===== src/rtl/file_log_arbiter_if.sv =====
// Requester and file-datapath signals shared between the logging arbiter and its environment.
// The arbiter takes the master modport: it drives grants and masters the command bus.
interface file_log_arbiter_if #(
  parameter int NREQ = 4,
  parameter int DW   = 32,
  parameter int OW   = 16
);
  localparam int SW = (NREQ > 1) ? $clog2(NREQ) : 1;

  logic [NREQ-1:0]    req_valid;
  logic [NREQ*DW-1:0] req_data;
  logic [NREQ-1:0]    req_ready;
  logic               cmd_valid;
  logic [1:0]         cmd_op;
  logic [OW-1:0]      cmd_offset;
  logic [DW-1:0]      cmd_data;
  logic [SW-1:0]      cmd_src;
  logic               cmd_ready;
  logic [31:0]        rec_count;
  logic               finish;

  modport master (
    input  req_valid, req_data, cmd_ready,
    output req_ready, cmd_valid, cmd_op, cmd_offset, cmd_data, cmd_src, rec_count, finish
  );

  modport slave (
    output req_valid, req_data, cmd_ready,
    input  req_ready, cmd_valid, cmd_op, cmd_offset, cmd_data, cmd_src, rec_count, finish
  );
endinterface


===== src/rtl/file_log_arbiter.sv =====
// Round-robin arbiter sharing one file-logging command port; each grant issues SEEK/WRITE/FLUSH
// into the requester's circular region and a sticky finish stops everything after MAX_RECORDS.
module file_log_arbiter #(
  parameter int NREQ         = 4,
  parameter int DW           = 32,
  parameter int OW           = 16,
  parameter int RECORD_BYTES = 16,
  parameter int REGION_RECS  = 8,
  parameter int MAX_RECORDS  = 11
) (
  input  logic                clk,
  input  logic                rst,
  file_log_arbiter_if.master  bus,
  output logic [2:0]          o_dbg_state
);
  localparam int SW = (NREQ > 1) ? $clog2(NREQ) : 1;
  localparam int IW = (REGION_RECS > 1) ? $clog2(REGION_RECS) : 1;

  localparam logic [1:0] OP_SEEK  = 2'd0;
  localparam logic [1:0] OP_WRITE = 2'd1;
  localparam logic [1:0] OP_FLUSH = 2'd2;

  typedef enum logic [2:0] {
    IDLE  = 3'd0,
    SEEK  = 3'd1,
    WRITE = 3'd2,
    FLUSH = 3'd3,
    DONE  = 3'd4
  } state_t;

  state_t          r_state;
  logic [SW-1:0]   r_rr_ptr;
  logic [IW-1:0]   r_idx [NREQ];
  logic [31:0]     r_rec_count;
  logic            r_finish;
  logic [NREQ-1:0] r_req_ready;
  logic            r_cmd_valid;
  logic [1:0]      r_cmd_op;
  logic [OW-1:0]   r_cmd_offset;
  logic [DW-1:0]   r_cmd_data;
  logic [SW-1:0]   r_cmd_src;
  logic [DW-1:0]   r_payload;

  logic            w_found;
  logic [SW-1:0]   w_grant;
  logic [SW-1:0]   w_j;
  logic [SW-1:0]   w_next_rr;
  logic [31:0]     w_seek_full;
  logic [OW-1:0]   w_seek_off;

  // Handshake: a command transfers on every edge where cmd_valid && cmd_ready; while cmd_ready
  // is low the command is held unchanged. req_ready is a single-cycle accept pulse, no back-pressure.

  // Search starts at the round-robin pointer and wraps, so the first hit is the fair choice.
  always_comb begin
    w_found = 1'b0;
    w_grant = '0;
    w_j     = '0;
    for (int k = 0; k < NREQ; k++) begin
      w_j = SW'((int'(r_rr_ptr) + k) % NREQ);
      if (!w_found && bus.req_valid[w_j]) begin
        w_found = 1'b1;
        w_grant = w_j;
      end
    end
  end

  assign w_next_rr   = (w_grant == SW'(NREQ - 1)) ? '0 : w_grant + 1'b1;
  assign w_seek_full = (32'(w_grant) * 32'(REGION_RECS) + 32'(r_idx[w_grant])) * 32'(RECORD_BYTES);
  assign w_seek_off  = w_seek_full[OW-1:0];

  always_ff @(posedge clk) begin
    if (rst) begin
      r_state      <= IDLE;
      r_rr_ptr     <= '0;
      r_rec_count  <= '0;
      r_finish     <= 1'b0;
      r_req_ready  <= '0;
      r_cmd_valid  <= 1'b0;
      r_cmd_op     <= OP_SEEK;
      r_cmd_offset <= '0;
      r_cmd_data   <= '0;
      r_cmd_src    <= '0;
      r_payload    <= '0;
      for (int i = 0; i < NREQ; i++) r_idx[i] <= '0;
    end else begin
      r_req_ready <= '0;
      case (r_state)
        IDLE: begin
          if (!r_finish && w_found) begin
            r_payload             <= bus.req_data[int'(w_grant)*DW +: DW];
            r_req_ready[w_grant]  <= 1'b1;
            r_rr_ptr              <= w_next_rr;
            r_cmd_src             <= w_grant;
            r_cmd_valid           <= 1'b1;
            r_cmd_op              <= OP_SEEK;
            r_cmd_offset          <= w_seek_off;
            r_cmd_data            <= '0;
            r_state               <= SEEK;
          end
        end
        SEEK: begin
          if (bus.cmd_ready) begin
            r_cmd_op     <= OP_WRITE;
            r_cmd_offset <= '0;
            r_cmd_data   <= r_payload;
            r_state      <= WRITE;
          end
        end
        WRITE: begin
          if (bus.cmd_ready) begin
            r_cmd_op   <= OP_FLUSH;
            r_cmd_data <= '0;
            r_state    <= FLUSH;
          end
        end
        FLUSH: begin
          if (bus.cmd_ready) begin
            r_rec_count      <= r_rec_count + 32'd1;
            r_idx[r_cmd_src] <= (r_idx[r_cmd_src] == IW'(REGION_RECS - 1)) ? '0
                                                                           : r_idx[r_cmd_src] + 1'b1;
            r_cmd_valid      <= 1'b0;
            r_cmd_op         <= OP_SEEK;
            r_cmd_src        <= '0;
            if (r_rec_count + 32'd1 == 32'(MAX_RECORDS)) begin
              r_finish <= 1'b1;
              r_state  <= DONE;
            end else begin
              r_state  <= IDLE;
            end
          end
        end
        DONE: begin
          r_cmd_valid <= 1'b0;
          r_cmd_op    <= OP_SEEK;
          r_cmd_src   <= '0;
        end
        default: r_state <= IDLE;
      endcase
    end
  end

  assign bus.req_ready  = r_req_ready;
  assign bus.cmd_valid  = r_cmd_valid;
  assign bus.cmd_op     = r_cmd_op;
  assign bus.cmd_offset = r_cmd_offset;
  assign bus.cmd_data   = r_cmd_data;
  assign bus.cmd_src    = r_cmd_src;
  assign bus.rec_count  = r_rec_count;
  assign bus.finish     = r_finish;
  assign o_dbg_state    = r_state;
endmodule

===== src/flat_wrapper.sv =====
// flat-port wrapper written by rule: the top's interface ports become plain ports
module file_log_arbiter_flat 
#(
  parameter int NREQ         = 4,
  parameter int DW           = 32,
  parameter int OW           = 16,
  parameter int RECORD_BYTES = 16,
  parameter int REGION_RECS  = 8,
  parameter int MAX_RECORDS  = 11
)
  (clk, rst, o_dbg_state, bus_req_valid, bus_req_data, bus_cmd_ready, bus_req_ready, bus_cmd_valid, bus_cmd_op, bus_cmd_offset, bus_cmd_data, bus_cmd_src, bus_rec_count, bus_finish);
  file_log_arbiter_if #(.NREQ(NREQ), .DW(DW), .OW(OW)) bus_i ();
  input  logic clk;
  input  logic rst;
  output logic [2:0] o_dbg_state;
  input wire logic [$bits(bus_i.req_valid)-1:0] bus_req_valid;
  input wire logic [$bits(bus_i.req_data)-1:0] bus_req_data;
  input wire logic [$bits(bus_i.cmd_ready)-1:0] bus_cmd_ready;
  output wire logic [$bits(bus_i.req_ready)-1:0] bus_req_ready;
  output wire logic [$bits(bus_i.cmd_valid)-1:0] bus_cmd_valid;
  output wire logic [$bits(bus_i.cmd_op)-1:0] bus_cmd_op;
  output wire logic [$bits(bus_i.cmd_offset)-1:0] bus_cmd_offset;
  output wire logic [$bits(bus_i.cmd_data)-1:0] bus_cmd_data;
  output wire logic [$bits(bus_i.cmd_src)-1:0] bus_cmd_src;
  output wire logic [$bits(bus_i.rec_count)-1:0] bus_rec_count;
  output wire logic [$bits(bus_i.finish)-1:0] bus_finish;
  assign bus_i.req_valid = bus_req_valid;
  assign bus_i.req_data = bus_req_data;
  assign bus_i.cmd_ready = bus_cmd_ready;
  assign bus_req_ready = bus_i.req_ready;
  assign bus_cmd_valid = bus_i.cmd_valid;
  assign bus_cmd_op = bus_i.cmd_op;
  assign bus_cmd_offset = bus_i.cmd_offset;
  assign bus_cmd_data = bus_i.cmd_data;
  assign bus_cmd_src = bus_i.cmd_src;
  assign bus_rec_count = bus_i.rec_count;
  assign bus_finish = bus_i.finish;
  file_log_arbiter #(.NREQ(NREQ), .DW(DW), .OW(OW), .RECORD_BYTES(RECORD_BYTES), .REGION_RECS(REGION_RECS), .MAX_RECORDS(MAX_RECORDS)) u_core (.clk(clk), .rst(rst), .bus(bus_i), .o_dbg_state(o_dbg_state));
endmodule

===== config.mk =====
export PLATFORM = sky130hd
export DESIGN_NAME = file_log_arbiter_flat
export DESIGN_NICKNAME = d
export VERILOG_FILES = /design/src/rtl/file_log_arbiter_if.sv /design/src/rtl/file_log_arbiter.sv /design/src/flat_wrapper.sv
export SDC_FILE = /design/constraint.sdc
export NUM_CORES = 1
export LEC_CHECK = 0
export CAP_MARGIN = 20
export CORE_UTILIZATION = 47
export DETAILED_ROUTE_END_ITERATION = 10
export MAX_ROUTING_LAYER = met4
export PLACE_DENSITY_LB_ADDON = 0.25
export SKIP_CTS_REPAIR_TIMING = 1
export SLEW_MARGIN = 20
export SYNTH_ARGS = -nofsm -noshare
export SYNTH_HDL_FRONTEND = slang
export SYNTH_SLANG_ARGS = --single-unit

===== constraint.sdc =====
create_clock -name clk -period 2.7 [get_ports clk]
set_input_delay 0.54 -clock clk [delete_from_list [all_inputs] [get_ports clk]]
set_output_delay 0.54 -clock clk [all_outputs]
set_load 0.02 [all_outputs]

==> key figures, run 1 <==
Outcome
  • Outcome: complete, no violations

Drt
  • Post-route ant nets: 0
  • First-pass DRT Iterations: 5
  • DR DRC count: 0
  • Detailed-route vias per instance: 5.640
  • Routed wire length: roughly 22 mm
  • DRT iter0 DRCs: 649
  • DR vias: 7,264
  • Routed len/inst: 17.04 um

Global route
  • Vias in the first global route: 6,747
  • First-pass GRT wire length: 34.80 mm
  • Initial antenna violation count: 0
  • Largest net degree at the start of global routing: 55
  • Gr usage total: 28.76%
  • GRT overflow: 0

Timing
  • RSZ-0062 raised after global routing: false
  • Worst slew margin: 63.47%
  • Fin. Hold Viols: 0
  • Final min period: 2.367 ns
  • Endpoints failing setup: 0
  • Hold slack: 0.4487 ns
  • Max Clk Rate: 422.5 MHz
  • Clk_skew: 0.006958 ns
  • Worst Tran Pin Value: 0.5479 ns
  • Max-slew violation count: 0
  • Final Cycle Share: 87.66%
  • Fin Setup TNS: 0 ns

CTS
  • Root buffer cell: clkbuf_16
  • CTS Sinks: 130
  • Clock buffer count from CTS: 17
  • Clock-pin slew on the worst setup and hold paths: 0.06 ns
  • Max Root-Sink Buffers: 2
  • TritonCTS clock tree: done
  • Worst skew pair latency: 0.42 ns
  • H-tree depth: 4

Power
  • Total power: 0.006087 W
  • Peak supply drop: 0.0004324 V
  • Pwr dens: 608.4 nW/um^2
  • Leakage Power: 3.710 nW

Critical path
  • Largest delay share family, worst path: simple AND/OR/NAND/NOR gates
  • Setup CP Type: flop to flop
  • WP buf/inv: 0
  • CP max stage delay: 0.40 ns
  • Critical path arrival: 2.71 ns
  • Worst Setup SP: u_core.bus.rec_count[0]$_SDFFE_PP0P_
  • Worst setup SP type: flop
  • Worst path cell trace: ha_1 > and4_1 > nand4_1 > nor4_1 > o22ai_1 > nor4_1 > nand4_1 > a21oi_1
  • Top fanout value on the critical path: 6
  • RR Startpoint: u_core.bus.rec_count[0]$_SDFFE_PP0P_
  • Req. time, crit path: 3.05 ns
  • Worst Setup End Kind: flop
  • CP max stage cell: nor4_1

Hold path
  • Hold Startpoint: u_core.bus.cmd_data[23]$_SDFFE_PP0P_
  • Hold Crit Class: flop to flop

Synth
  • Asr flop ratio synth: 0%
  • Yosys reg bits: 130
  • Top FF cell, synth: dfxtp_1
  • Mapped Avg Cell Area: 7.794 um^2
  • Register area share after synthesis: 38.68%
  • Synthesized netlist cell count: between 900 and 1,000
  • Synth area leader: dfxtp_1
  • Largest cells by area after synthesis: dfxtp_1, nand2_1, a21oi_1, edfxtp_1, a311o_1
  • Synthesized area: 7038 um^2
  • Yosys warnings: 0
  • Area share of the largest cell type after synthesis: approximately a third
  • Unique masters post-synth: 65
  • EDFF count, synth: 12

Floorplanning
  • Core area: 14,590 um^2
  • Die Width: 124.4 um
  • Area of the die: 15,470 um^2
  • Die H: 124.4 um
  • Starting Density: 48.24%
  • Row count: 44
  • Top Ports: 228

Layout
  • ANT cells: 0
  • Most frequent cells in the layout: nand2_1, clkdlybuf4s50_1, dfxtp_1
  • Final Util: 68.58%
  • Commonest non-fill, non-tap cell in the layout: nand2_1
  • Final nets: approximately 1,200
  • Layout cells sized above 1: 8.062%
  • P&R area growth vs syn: 42.15%

Place
  • IO buf count: 216
  • Post-DP HPWL: 15.45 mm
  • GPL Wtd Cong: 0.9415

Job
  • Number of max-cap violations: 0
## power breakdown
group	leakage [nW]	switching, W	internal [W]
clock	0.307	0.000869	0.00155
sequential	1.08	0.000108	0.00210
combinational	2.32	0.000773	0.000686
total	3.71	0.00175	0.00434
## flip-flops by register name, summed over array words and instances (netlist names), 2 cells and up, named ones only
| name | flops |
|---|---|
| u_core.bus.cmd_op | 2 |
| u_core.bus.cmd_src | 2 |
| u_core.o_dbg_state | 3 |
| u_core.r_payload | 32 |
| u_core.bus.cmd_data | 32 |
| u_core.bus.rec_count | 32 |
| u_core.r_idx | 12 |
| u_core.r_rr_ptr | 2 |
| u_core.bus.req_ready | 4 |
| u_core.bus.cmd_offset | 5 |
## stage by stage
stage          setup slack [ns]  instance area [um^2]  std cells
3_3_place_gp             0.1224                  9374       1256
6_report                 0.3332                 10000       1288
3_5_place_dp            0.07564                  9374       1256
4_1_cts                  0.3515                 10000       1288
2_1_floorplan            0.4553                  7076        913
5_1_grt                  0.1093                 10000       1288
## layout make-up
class,count,area (um^2)
Tap cell,184,230.2
Sequential cell,130,2723
Clock buffer,20,478.0
Multi-Input combinational cell,689,3946
Clock inverter,12,152.6
Inverter,10,37.54
Timing Repair Buffer,243,2437
Fill cell,1239,4584
## per-layer routing
metal / vias up / wire length (um) / track usage (%) / share of wire, %
met5: - / 0 / - / 0
met4: 0 / 750 / 13.25 / 3.4
met3: 48 / 1356 / 5.155 / 6.2
met2: 295 / 10470 / 46.08 / 48
met1: 3409 / 9370 / 35.16 / 43
li1: 3512 / - / - / -
## worst min-delay path: cells and delay by family, from the launching register on
kind | cells | cell delay, ns
AND/OR/NAND/NOR | 1 | 0.05
flip-flops | 1 | 0.30
AO/OA/AOI/OAI | 1 | 0.05
## cells by family (layout without fill, tap and decap cells)
kind of cell,count (synthesis),after routing,synth area share [%]
AND/OR/NAND/NOR,457,457,31.40
AO/OA/AOI/OAI,171,171,15.95
flip-flops,130,130,38.68
buffers and inverters,94,285,6.062
XOR/XNOR,34,34,4.231
adder cells (fa/ha/maj),8,8,1.422
multiplexers,8,8,2.204
other,1,11,0.05328
## cell usage after synthesis (13+ instances only)
library cell / number
buf_2: 20
a311o_1: 32
nand3_1: 49
and3_1: 35
xnor2_1: 13
buf_4: 13
dfxtp_1: 118
clkbuf_1: 49
o21ai_0: 15
nor2_1: 61
nand2_1: 223
xor2_1: 21
a21oi_1: 88
## worst paths after layout
check | to | slack [ns] | cells after the start
max reg2reg | u_core.bus.finish$_SDFFE_PP0P_ | 0.33 | 8
min reg2reg | u_core.bus.cmd_data[23]$_SDFFE_PP0P_ | 0.45 | 2
max | u_core.bus.finish$_SDFFE_PP0P_ | 0.33 | 8
min | u_core.bus.cmd_data[23]$_SDFFE_PP0P_ | 0.45 | 2
Note: power is estimated with default switching activity, not from simulation.
==> run 2: changes to the inputs <==
SLEW_MARGIN = 40   (was 20)
==> results of run 2 <==
Same layout as run 1: the final DEF is identical, and so are final timing and power.
==> run 3: changes to the inputs <==
CORE_UTILIZATION = 25   (was 47)
RECOVER_POWER = 25   (was not set)
==> run 3 against run 2 <==
First-iteration DRC count is 36% lower. Combinational power grew 3%. Flip-flop and latch count did not move. Critical path depth up 1. Power increased by 0.46%. Cell count up 16%. Clock skew rose by 0.0049 ns. Critical endpoint is now u_core.o_dbg_state[2]$_SDFFE_PP0P_. Largest cell class unchanged. Largest power group unchanged. Highest routed layer unchanged.
==> key figures, run 3 (synthesized netlist as in run 1, its figures left out) <==
CTS
  • Clock buffer count from CTS: 17
  • H-tree depth: 4
  • Root buffer cell: clkbuf_16
  • TritonCTS clock tree: done
  • Max Root-Sink Buffers: 2
  • Worst skew pair latency: 0.41 ns
  • Clock-pin slew on the worst setup and hold paths: 0.06 ns
  • CTS Sinks: 130

Layout
  • Fillers: a little under 3,000
  • Reg area: between 2000 and 3000 um^2
  • Final nets: 1,243
  • Commonest non-fill, non-tap cell in the layout: nand2_1
  • Layout cells sized above 1: 8.273%
  • Most frequent cells in the layout: nand2_1, clkdlybuf4s50_1, dfxtp_1
  • P&R area growth vs syn: 46.47%
  • Area of the multi-input gates: 3949 um^2

Timing
  • Fin Setup TNS: 0 ns
  • Final Cycle Share: 90.36%
  • Final min period: 2.440 ns
  • Worst Tran Pin Value: between 0.6 and 0.7 ns
  • Setup ws final: 0.2602 ns
  • Max Clk Rate: 409.9 MHz
  • Clk_skew: about 0.012 ns
  • Endpoints failing setup: 0
  • RSZ-0062 raised after global routing: false
  • Max-slew violation count: 0
  • Fin. Hold Viols: 0
  • Worst slew margin: 59.26%

Floorplanning
  • Core area: 27,710 um^2
  • Top Ports: about 230
  • Row count: a little over 60
  • Area of the die: roughly 29,000 um^2
  • Starting Density: 25.40%
  • Die H: 169.8 um
  • Die Width: 169.8 um

Drt
  • Post-route ant nets: 0
  • First-pass DRT Iterations: 7
  • DR DRC count: 0
  • DRT iter0 DRCs: 414
  • Routed len/inst: 16.66 um
  • Detailed-route vias per instance: ~4.8
  • Routed wire length: around 25 mm
  • DR vias: 7,190

Global route
  • Largest net degree at the start of global routing: 67
  • Vias in the first global route: approximately 6,900
  • First-pass GRT wire length: 38.37 mm
  • GRT overflow: 0
  • Gr usage total: 17.57%
  • Initial antenna violation count: 1

Critical path
  • Req. time, crit path: 3.05 ns
  • Critical path arrival: 2.79 ns
  • Setup CP Type: input port to flop
  • Top fanout value on the critical path: 8
  • Worst setup SP type: input port
  • Worst Setup End Kind: flop

Power
  • Pwr dens: 593.2 nW/um^2
  • Leakage Power: roughly 3.8 nW
  • Peak supply drop: between 0.0003 and 0.0004 V

Job
  • Number of max-cap violations: 0

Place
  • GPL Wtd Cong: approximately 0.85
  • Post-DP HPWL: 17.39 mm
  • Worst slack, placed: about 0.0026 ns
  • IO buf count: 216

Hold path
  • Hold Crit Class: flop to flop

Outcome
  • Outcome: complete, no violations
-- run 3: cell count changes in the layout (fill, tap and decap cells not counted), moves of 2 or more --
| cell | change |
|---|---|
| dlygate4sd3_1 | +32 |
| buf_4 | +3 |
| clkdlybuf4s50_1 | -32 |
| clkbuf_1 | +4 |
| buf_12 | +2 |
-- run 3: per-stage QoR --
step,hold slack [ns],utilization (%),instances,total power [W],instance area (um^2)
after floorplan,0.4366,-,913,0.003089,7076
after global placement,0.4384,35.07,1459,0.003752,9717
after detailed placement,0.4444,35.07,1459,0.003764,9717
after CTS,0.4516,37.27,1490,0.006208,10330
after global routing,0.4661,37.21,1491,0.006445,10310
final,0.4472,37.21,1491,0.006115,10310
-- run 3: routing by layer --
metal	global-route usage, %	vias up	part of all wire [%]
li1	-	3534	-
met1	21.55	3378	44
met2	28.97	260	47
met3	4.128	18	8.1
met4	4.230	0	0.88
met5	-	-	0
-- run 3: layout make-up --
| class | instances | area share (%) |
|---|---|---|
| Clock buffer | 19 | 4.394 |
| Tap cell | 378 | 4.588 |
| Clock inverter | 12 | 1.517 |
| Inverter | 10 | 0.3641 |
| Multi-Input combinational cell | 689 | 38.31 |
| Sequential cell | 130 | 26.41 |
| Timing Repair Buffer | 252 | 24.40 |
| Antenna cell | 1 | 0.02427 |
-- run 3: power by group --
part / switching, W / internal (W) / total (W) / leakage (nW)
Sequential: 0.000106 / 0.00209 / 0.00220 / 1.08
Combinational: 0.000801 / 0.000694 / 0.00150 / 2.46
Clock: 0.000917 / 0.00150 / 0.00242 / 0.296
-- run 3: final timing paths --
kind                                        startpoint  cells after the start                              endpoint  slack, ns
setup / recovery                         bus_cmd_ready                      9    u_core.o_dbg_state[2]$_SDFFE_PP0P_       0.26
hold / removal    u_core.bus.cmd_data[17]$_SDFFE_PP0P_                      2  u_core.bus.cmd_data[17]$_SDFFE_PP0P_       0.45
setup reg to reg  u_core.bus.rec_count[0]$_SDFFE_PP0P_                      8        u_core.bus.finish$_SDFFE_PP0P_       0.28
hold reg to reg   u_core.bus.cmd_data[17]$_SDFFE_PP0P_                      2  u_core.bus.cmd_data[17]$_SDFFE_PP0P_       0.45
-- run 3: critical path: stages --
cell           delay (ns)
dlygate4sd3_1        0.59
nand2_1              0.14
nor3b_4              0.27
clkbuf_1             0.41
buf_4                0.23
nand4_1              0.08
nor3b_1              0.24
o2111ai_1            0.15
o21ai_1              0.13
